`src/rtl/spi_shift_engine.sv`:
```
// spi_shift_engine: frame-level SPI shifter with run-time length, bit order (SPI_SHIFT_LSB_FIRST_EN), abort and done pulse.
// DATA_LEN defaults to `DATA_LEN from spi_defines.vh when that is defined, else 8.
`ifndef DATA_LEN
`define DATA_LEN 8
`endif
module spi_shift_engine #(
  parameter int DATA_LEN = `DATA_LEN,
  parameter int CNT_W = $clog2(DATA_LEN + 1)
) (
  input  logic                clk,
  input  logic                rst,
  input  logic [DATA_LEN-1:0] d_in,
  input  logic [CNT_W-1:0]    frame_len,
  input  logic                lsb_first,
  input  logic                start,
  input  logic                shift_en,
  input  logic                abort,
  input  logic                serial_in,
  output logic                serial_out,
  output logic [DATA_LEN-1:0] d_out,
  output logic                busy,
  output logic                done,
  output logic [CNT_W-1:0]    bit_cnt
);
  localparam logic [0:0] IDLE = 1'b0, SHIFT = 1'b1;
  logic [0:0] state;
  logic [DATA_LEN-1:0] sreg, mask, ld_mask, msb_nxt, nxt, top_sel;
  logic [CNT_W-1:0] len, cnt, eff_len, top;
  logic last;
  assign eff_len = (frame_len == '0 || frame_len > CNT_W'(DATA_LEN)) ? CNT_W'(DATA_LEN) : frame_len;
  assign top = len - 1'b1;
  assign top_sel = DATA_LEN'(1) << top;
  assign last = cnt == top;
  always_comb begin
    mask = '0;
    ld_mask = '0;
    for (int i = 0; i < DATA_LEN; i++) begin
      mask[i] = CNT_W'(i) < len;
      ld_mask[i] = CNT_W'(i) < eff_len;
    end
  end
  assign msb_nxt = ((sreg << 1) | DATA_LEN'(serial_in)) & mask;
`ifdef SPI_SHIFT_LSB_FIRST_EN
  logic dir;
  always_ff @(posedge clk)
    if (rst) dir <= 1'b0;
    else if (state == IDLE && start) dir <= lsb_first;
  assign nxt = dir ? ((sreg >> 1) | (DATA_LEN'(serial_in) << top)) : msb_nxt;
  assign serial_out = dir ? sreg[0] : |(sreg & top_sel);
`else
  logic unused_lsb_first;
  assign unused_lsb_first = lsb_first;
  assign nxt = msb_nxt;
  assign serial_out = |(sreg & top_sel);
`endif
  always_ff @(posedge clk) begin
    if (rst) begin
      state <= IDLE;
      sreg <= '0;
      len <= CNT_W'(DATA_LEN);
      cnt <= '0;
      d_out <= '0;
      done <= 1'b0;
    end else begin
      done <= 1'b0;
      if (state == IDLE) begin
        if (start) begin
          sreg <= d_in & ld_mask;
          len <= eff_len;
          cnt <= '0;
          state <= SHIFT;
        end
      end else if (abort) begin
        state <= IDLE;
        cnt <= '0;
      end else if (shift_en) begin
        sreg <= nxt;
        cnt <= last ? '0 : cnt + 1'b1;
        if (last) begin
          d_out <= nxt;
          done <= 1'b1;
          state <= IDLE;
        end
      end
    end
  end
  assign busy = state == SHIFT;
  assign bit_cnt = cnt;
endmodule

```
`config.mk`:
```
export PLATFORM = sky130hd
export DESIGN_NAME = spi_shift_engine
export DESIGN_NICKNAME = d
export VERILOG_FILES = /design/src/rtl/spi_shift_engine.sv
export SDC_FILE = /design/constraint.sdc
export NUM_CORES = 1
export LEC_CHECK = 0
export CAP_MARGIN = 20
export CORE_UTILIZATION = 30
export CTS_CLUSTER_SIZE = 30
export DETAILED_ROUTE_END_ITERATION = 8
export GPL_TIMING_DRIVEN = 0
export PLACE_DENSITY_LB_ADDON = 0.05
export REMOVE_ABC_BUFFERS = 1
export SYNTH_ARGS = -nofsm -noshare
export SYNTH_HDL_FRONTEND = slang
export SYNTH_SLANG_ARGS = --single-unit
```
`constraint.sdc`:
```
create_clock -name clk -period 1.8 [get_ports clk]
set_input_delay 0.27 -clock clk [delete_from_list [all_inputs] [get_ports clk]]
set_output_delay 0.27 -clock clk [all_outputs]
set_load 0.03 [all_outputs]
```
==> impl_metrics.py, run 1 <==
metrics = {
    "run_status": {
        "status": "finished, violations left",
        "violations": "setup timing",
    },
    "power_and_ir_drop": {
        "power.density_nw_per_um2": 595,
        "power.share.sequential_pct": 47.7,
        "p_switching_uw": 414,
        "power_leakage_nw": 0.768,
        "clock_power_share_pct": 28.8,
        "combPwrFrac_pct": 23.5,
        "switching_share_pct": 30.9,
        "ir_worst_vdd_v": 0.000293,
        "p_int_uw": 928,
    },
    "placement": {
        "dp.final_hpwl_um": 3030,
        "post_dp_cell_area_um2": 1900,
        "detailedPlace.worstSlack_ns": -0.654,
        "port_buffers": 32,
        "gp_congestion": 0.861,
    },
    "final_layout": {
        "areaGrowthSynthToFinish_pct": 45.6,
        "finalInstanceArea_um2": 2260,
        "diodes": 0,
        "nNetsFinal": 241,
        "drive_gt1_share_pct": 24.3,
        "final_core_util_pct": 46.6,
    },
    "detailed_routing": {
        "drt_first_pass_iters": 4,
        "via_per_inst": 5.40,
        "num_vias": 1517,
        "drt-initial-drc-count": 62,
        "wirelength_um": 4550,
        "wire_per_inst_um": 16.2,
        "drcViolationCount": 0,
        "ant_nets": 0,
    },
    "setup_path": {
        "slowest_delay_ns": 0.42,
        "cp_max_fo": 4,
        "end_kind": "output port",
        "cp-start-kind": "flip-flop",
        "cp_data_arrival_time_ns": 1.64,
        "critical_path_class": "flip-flop to output port",
        "slowest_stage": "dfxtp_4",
        "path_cells": "inv_4 > ha_4 > a22oi_2 > nand2_2 > o2111ai_2 > o31ai_2 > buf_4",
        "required_ns": 1.53,
    },
    "job": {
        "cap_violations": 0,
    },
    "logic_synthesis": {
        "synth_top_area_share_pct": 33.6,
        "syn_avg_cell_area_um2": 8.66,
        "ys_warn_count": 0,
        "synth.largest_area_cell": "dfxtp_1",
        "synth_edf_count": 0,
        "synth_cells": 179,
        "ys_ff_latch": 26,
        "ys_seq_area_share_pct": 33.6,
        "netlist_top_cells_count": "dfxtp_1 (26), nand2_1 (13), nor2_1 (13), a21oi_1 (12), o311ai_1 (12)",
        "synth_cell_types": 43,
        "yosys-top-cells-area": "dfxtp_1 (34%), o311ai_1 (6.8%), ha_1 (5.6%)",
        "synthFlopType": "dfxtp_1",
        "synthesis.area_um2": 1550,
        "yosys.cell_count.top_type": "dfxtp_1",
        "synthArstFlopShare_pct": 0,
    },
    "clocking": {
        "clk_pin_slew_ns": 0.09,
        "cts_buffer_depth": 2,
        "numCtsBuffers": 3,
        "cts_tree": "yes",
        "cts_sinks": 26,
        "root_buffer": "clkbuf_8",
        "htree_levels": 1,
        "holdBufCountCts": 0,
        "clk_latency_ns": 0.27,
    },
    "global_routing": {
        "grt_pass1_wl_um": 7150,
        "antenna_found_initial": 0,
        "grt_overflow_total": 0,
        "grt_pass1_vias": 1383,
        "grtUsageTotal_pct": 17.3,
        "grt_max_degree": 23,
    },
    "die": {
        "start_util_pct": 32.0,
        "core_area_um2": 4850,
        "ioPinCount": 34,
        "fp.dieArea_um2": 5460,
        "chipWidth_um": 73.9,
        "std_cell_rows": 25,
        "die_h_um": 73.9,
    },
    "timing": {
        "post-route-min-period_ns": 1.91,
        "finalSetupViolations": 1,
        "fin_ws_ns": -0.109,
        "finalHoldViolCount": 0,
        "skew_ns": 0.00335,
        "max_freq_mhz": 524,
        "finalHoldWorstSlack_ns": 0.478,
        "slew_viol_final": 0,
        "relSlewSlack_pct": 64.1,
        "tns_ns": -0.109,
        "worst_pin_slew_ns": 0.538,
        "fin_crit_sh_pct": 106,
        "rsz0062_at_grt": "true",
    },
    "hold_path": {
        "hold_path_class": "flip-flop to flip-flop",
    },
}
cell usage in the layout (no fill, tap or decap), drive strengths merged, types with 4 or more instances in the layout:
cell type and instances:
clkbuf 5, nand3 11, nor2 13, inv 6
nand3b 4, clkdlybuf4s50 30, ha 7, xor2 4
a21oi 12, a311oi 5, o311ai 12, nand2 13
a22oi 4, o211ai 4, o31ai 5, o21ai 8
buf 10, dfxtp 26
what timing repair did:
item,in CTS,in global routing
pin swaps,7,4
resized for setup,39,15
setup endpoints to repair,24,22
gates cloned,0,1
setup buffers,4,5
path summary, 6_finish.rpt:
check | from | endpoint | slack, ns | cells past startpoint
hold / removal | d_out[0]$_SDFFE_PP0P_ | d_out[0]$_SDFFE_PP0P_ | 0.48 | 2
setup / recovery | len[0]$_SDFFE_PP0P_ | serial_out | -0.11 | 7
setup reg to reg | len[0]$_SDFFE_PP0P_ | busy$_SDFF_PP0_ | 0.02 | 6
hold reg to reg | d_out[0]$_SDFFE_PP0P_ | d_out[0]$_SDFFE_PP0P_ | 0.48 | 2
critical path: cells and delay by family (launching register included):
kind | cells | cell delay, ns
buffers and inverters | 2 | 0.24
adder cells (fa/ha/maj) | 1 | 0.17
flip-flops | 1 | 0.42
AO/OA/AOI/OAI | 3 | 0.44
AND/OR/NAND/NOR | 1 | 0.09
area by class of cell:
| cell class | count | area [um^2] |
|---|---|---|
| inverter | 7 | 35.0 |
| multi-input combinational | 136 | 1160 |
| clock buffer | 4 | 55.1 |
| fill | 466 | 2590 |
| sequential | 26 | 532 |
| timing repair buffer | 41 | 393 |
| tap | 67 | 83.8 |
power groups by stage:
stage               sequential (mW)  combinational [mW]  clock [mW]
floorplan                     0.641               0.146           0
global placement              0.650               0.251           0
detailed placement            0.650               0.254           0
CTS                           0.638               0.284       0.394
global route                  0.644               0.343       0.416
finish                        0.640               0.315       0.387
registers in the layout, summed over array words and instances (netlist names):
signal and count:
bit_cnt 4, busy 1, len 4, d_out 8
done 1, sreg 8
logic make-up (layout without fill, tap and decap cells):
kind of cell / Yosys count / after routing / synth area share (%)
buf+inv: 18 / 52 / 5.33
flops: 26 / 26 / 33.6
fa+ha+maj: 7 / 7 / 5.65
compound gates: 64 / 64 / 29.9
simple gates: 56 / 57 / 20.2
xor+xnor: 8 / 8 / 5.41
per-layer routing:
metal | share of wire [%] | GRT usage [%] | routed length, um
met1 | 47 | 24.5 | 2140
met4 | 0.64 | 6.20 | 29
met2 | 48 | 26.6 | 2170
met5 | 0 | 0 | 0
met3 | 4.6 | 2.47 | 209
stage by stage:
| step | total power, mW | instances |
|---|---|---|
| 3_3_place_gp | 0.901 | 267 |
| 6_report | 1.34 | 281 |
| 5_1_grt | 1.40 | 281 |
| 2_1_floorplan | 0.787 | 168 |
| 4_1_cts | 1.32 | 275 |
| 3_5_place_dp | 0.903 | 267 |
Power figures use the tool's default switching activity.
==> inputs of run 2 (changes only) <==
--- a/config.mk
+++ b/config.mk
@@ -12,6 +12,7 @@
 export GPL_TIMING_DRIVEN = 0
 export PLACE_DENSITY_LB_ADDON = 0.05
 export REMOVE_ABC_BUFFERS = 1
+export SKIP_CTS_REPAIR_TIMING = 1
 export SYNTH_ARGS = -nofsm -noshare
 export SYNTH_HDL_FRONTEND = slang
 export SYNTH_SLANG_ARGS = --single-unit
==> run 2 against run 1 <==
The flow still finishes with violations (setup timing). Non-clock buffer count up 1. Sequential power hardly changed. Combinational power hardly changed. Via count down 0.92%. Clock skew decreased by 0.00055 ns. Setup slack worse by 0.065 ns. Largest cell class unchanged.
==> impl_metrics.py, run 2 (synthesis gave the netlist of run 1 again) <==
metrics = {
    "timing": {
        "max_freq_mhz": 507,
        "post-route-min-period_ns": 1.97,
        "worst_pin_slew_ns": 0.555,
        "fin_crit_sh_pct": 110,
        "finalHoldViolCount": 0,
        "skew_ns": 0.00279,
        "slew_viol_final": 0,
        "rsz0062_at_grt": "true",
        "fin_ws_ns": -0.174,
        "finalSetupViolations": 1,
        "relSlewSlack_pct": 63.0,
        "tns_ns": -0.174,
    },
    "clocking": {
        "cts_tree": "yes",
        "cts_sinks": 26,
        "clk_pin_slew_ns": 0.09,
        "clk_latency_ns": 0.27,
        "numCtsBuffers": 3,
        "htree_levels": 1,
        "root_buffer": "clkbuf_8",
        "cts_buffer_depth": 2,
    },
    "setup_path": {
        "required_ns": 1.53,
        "cp-start-kind": "flip-flop",
        "cp_data_arrival_time_ns": 1.70,
        "end_kind": "output port",
        "rrSetupSlack_ns": 0.03,
        "cp_max_fo": 6,
        "critical_path_class": "flip-flop to output port",
    },
    "final_layout": {
        "drive_gt1_share_pct": 24.8,
        "layout.cells.non_filler": 281,
        "areaGrowthSynthToFinish_pct": 46.0,
        "finalInstanceArea_um2": 2260,
        "nNetsFinal": 241,
        "final_cell_mix": "clkdlybuf4s50_1 (30), dfxtp_1 (21), nor2_1 (13), nand2_1 (11), a21oi_1 (10)",
        "layout_commonest_cell": "clkdlybuf4s50_1",
        "top_regs": "d_out (8), sreg (8)",
        "diodes": 0,
    },
    "global_routing": {
        "antenna_found_initial": 0,
        "top_usage_layer": "met2",
        "grt_overflow_total": 0,
        "grt_use_met1_pct": 24.1,
        "grt_use_met3_pct": 2.19,
        "grtUsageTotal_pct": 16.4,
        "grt_pass1_vias": 1296,
        "met2_usage_pct": 24.7,
        "grt_pass1_wl_um": 6750,
        "grt_max_degree": 23,
    },
    "power_and_ir_drop": {
        "ir_worst_vdd_v": 0.000348,
        "power.density_nw_per_um2": 592,
        "power_leakage_nw": 0.771,
        "total_power_mw": 1.34,
    },
    "die": {
        "core_area_um2": 4850,
        "ioPinCount": 34,
        "std_cell_rows": 25,
        "fp.dieArea_um2": 5460,
        "start_util_pct": 32.0,
        "die_h_um": 73.9,
        "chipWidth_um": 73.9,
    },
    "placement": {
        "post_dp_cell_area_um2": 1900,
        "gp_congestion": 0.861,
        "dp.cells": 267,
        "dp.final_hpwl_um": 3030,
        "port_buffers": 32,
        "detailedPlace.worstSlack_ns": -0.654,
    },
    "detailed_routing": {
        "wirelength_um": 4530,
        "drt_first_pass_iters": 4,
        "drt-initial-drc-count": 61,
        "ant_nets": 0,
        "num_vias": 1503,
        "drcViolationCount": 0,
        "via_per_inst": 5.35,
        "wire_per_inst_um": 16.1,
    },
    "job": {
        "cap_violations": 0,
    },
    "run_status": {
        "status": "finished, violations left",
        "violations": "setup timing",
    },
    "hold_path": {
        "hold_path_class": "flip-flop to flip-flop",
    },
}
[run 2: cell count changes in the layout (fill, tap and decap cells not counted), sizes merged]
cell / change
buf: +1
nand3: -1
[run 2: cell type report]
| type | instances | area (um^2) |
|---|---|---|
| Sequential cell | 26 | 534 |
| Clock buffer | 4 | 55.1 |
| Tap cell | 67 | 83.8 |
| Timing Repair Buffer | 42 | 395 |
| Inverter | 7 | 35.0 |
| Multi-Input combinational cell | 135 | 1160 |
| Fill cell | 457 | 2580 |
[run 2: path summary, 6_finish.rpt]
path	startpoint	endpoint	depth (start not counted)
setup / recovery	len[1]$_SDFFE_PP0P_	serial_out	7
hold / removal	d_out[0]$_SDFFE_PP0P_	d_out[0]$_SDFFE_PP0P_	2
setup reg to reg	len[1]$_SDFFE_PP0P_	d_out[5]$_SDFFE_PP0P_	6
hold reg to reg	d_out[0]$_SDFFE_PP0P_	d_out[0]$_SDFFE_PP0P_	2
[run 2: per-stage QoR]
step,util (%),hold slack [ns]
2_1_floorplan,-,0.339
3_3_place_gp,39.1,0.457
3_5_place_dp,39.1,0.467
4_1_cts,40.3,0.481
5_1_grt,46.7,0.506
6_report,46.7,0.476
[run 2: critical path, cell delays in order (launching register included)]
cell and delay (ns):
dfxtp_4 0.39, buf_6 0.13, ha_4 0.15, a22oi_2 0.24, nand3_1 0.14, o2111ai_2 0.11, o31ai_2 0.10, buf_4 0.17
[run 2: power breakdown]
group          switching [mW]  internal, mW  total (mW)
logic                   0.181         0.138       0.318
clock network           0.187         0.196       0.382
registers              0.0420         0.597       0.639
total                   0.409         0.930        1.34
[run 2: per-layer routing]
layer	wire [um]	share of wire, %	vias to the layer above
li1	-	-	748
met1	2210	49	705
met2	2070	46	44
met3	200	4.4	6
met4	51	1.1	0
met5	0	0	-
==> patch (config.mk and constraints of run 2) <==
Set the macro `DATA_LEN` to 4 (it was 8). Comments in the files are not updated.
--- a/src/rtl/spi_shift_engine.sv
+++ b/src/rtl/spi_shift_engine.sv
@@ -1,7 +1,7 @@
 // spi_shift_engine: frame-level SPI shifter with run-time length, bit order (SPI_SHIFT_LSB_FIRST_EN), abort and done pulse.
 // DATA_LEN defaults to `DATA_LEN from spi_defines.vh when that is defined, else 8.
 `ifndef DATA_LEN
-`define DATA_LEN 8
+`define DATA_LEN 4
 `endif
 module spi_shift_engine #(
   parameter int DATA_LEN = `DATA_LEN,
Ports: changed (resized bit_cnt, d_in, d_out and frame_len); port bits go from 34 to 24. The function was not compared with the original's and may differ.
==> patch against run 2 <==
The flow still finishes with violations (setup timing); power shrank 38%; largest cell class unchanged; final area shrank 39%; worst setup slack gained 0.14 ns; highest routed layer unchanged; non-clock buffer count shrank 14; routed wire length shrank 48%; register-to-register slack lost 0.07 ns; sequential cell count shrank 10; area after synthesis shrank 38%; largest power group unchanged.
==> patch: results (changes against run 2) <==
| Metric | Value |
|---|---|
| Regs by FF count | d_out x4, sreg x4 |
| Failing checks | setup timing |
| Fill count | 314 (-31%) |
| M1 wire length | 1.22 mm (-45%) |
| LEAKAGE | 0.546 nW (-29%) |
| Routed wl met3 | 112 um (-44%) |
| Gr usage total | 14.9% (-1.5 points) |
| Gpl congestion | 0.772 (-10%) |
| First-pass GRT wire length | 3.68 mm (-46%) |
| Dpl cell area | 1200 um^2 (-37%) |
| Peak VDD IR | 0.203 mV (-42%) |
| Global-route track usage on met3 | 3.30% (+1.1 points) |
| Final Skew | 0.00148 ns (-0.00131 ns) |
| Status | finished with violations |
| Met1 Usage GRT | 19.6% (-4.5 points) |
| # setup viols final | 1 (unchanged) |
| R2R cell count | 5 (-1) |
| Syn Area/Cell | 9.01 um^2 (+4.0%) |
| Final #Nets | 155 (-36%) |
| Largest cells by area after synthesis | dfxtp_1, ha_1, o21ai_0 |
| Port buffer count | 22 (-31%) |
| Clock Latency Late Sink | 0.30 ns (+0.03 ns) |
| Setup TNS | -0.0364 ns (+0.138 ns) |
| Critical Path End | d_out[1]$_SDFFE_PP0P_ |
| Synth top cells by count | dfxtp_1, ha_1, inv_1, o21ai_0 |
| Slowest Stage Delay on Critical Path | 0.57 ns (+0.18 ns) |
| Critical Path End Type | register |
| Cell Pwr Density | 596 nW/um^2 (+0.72%) |
| PnR worst setup slack | -0.0364 ns (+0.138 ns) |
| Placed Cells | 167 (-37%) |
## patch: cell types whose count changed after synthesis, moves of 7 or more
cell and change:
o311ai_1 -12, a21oi_1 -9, nand2_1 -7, dfxtp_1 -10, nor2_1 -11
## patch: worst max-delay path: cells and delay by family (launching register included)
family | cells | cell delay, ns
and+or+nand+nor | 1 | 0.57
DFF | 1 | 0.42
muxes | 1 | 0.31
adders and majority gates | 1 | 0.24
xor gates and xnor gates | 1 | 0.15
buffers and inverters | 1 | 0.05
## patch: cell families after synthesis
kind of cell,share of synthesized area (%)
adder cells (fa/ha/maj),9.17
AND/OR/NAND/NOR,21.2
buffers and inverters,5.64
multiplexers,4.72
XOR/XNOR,5.24
flip-flops,33.6
AO/OA/AOI/OAI,20.4
## patch: final cells by class
| class | count | share of cell area, % |
|---|---|---|
| clock buffer | 4 | 2.62 |
| inverter | 7 | 2.44 |
| multi-input combinational | 78 | 47.1 |
| sequential | 16 | 24.0 |
| tap | 44 | 3.98 |
| timing repair buffer | 28 | 19.9 |
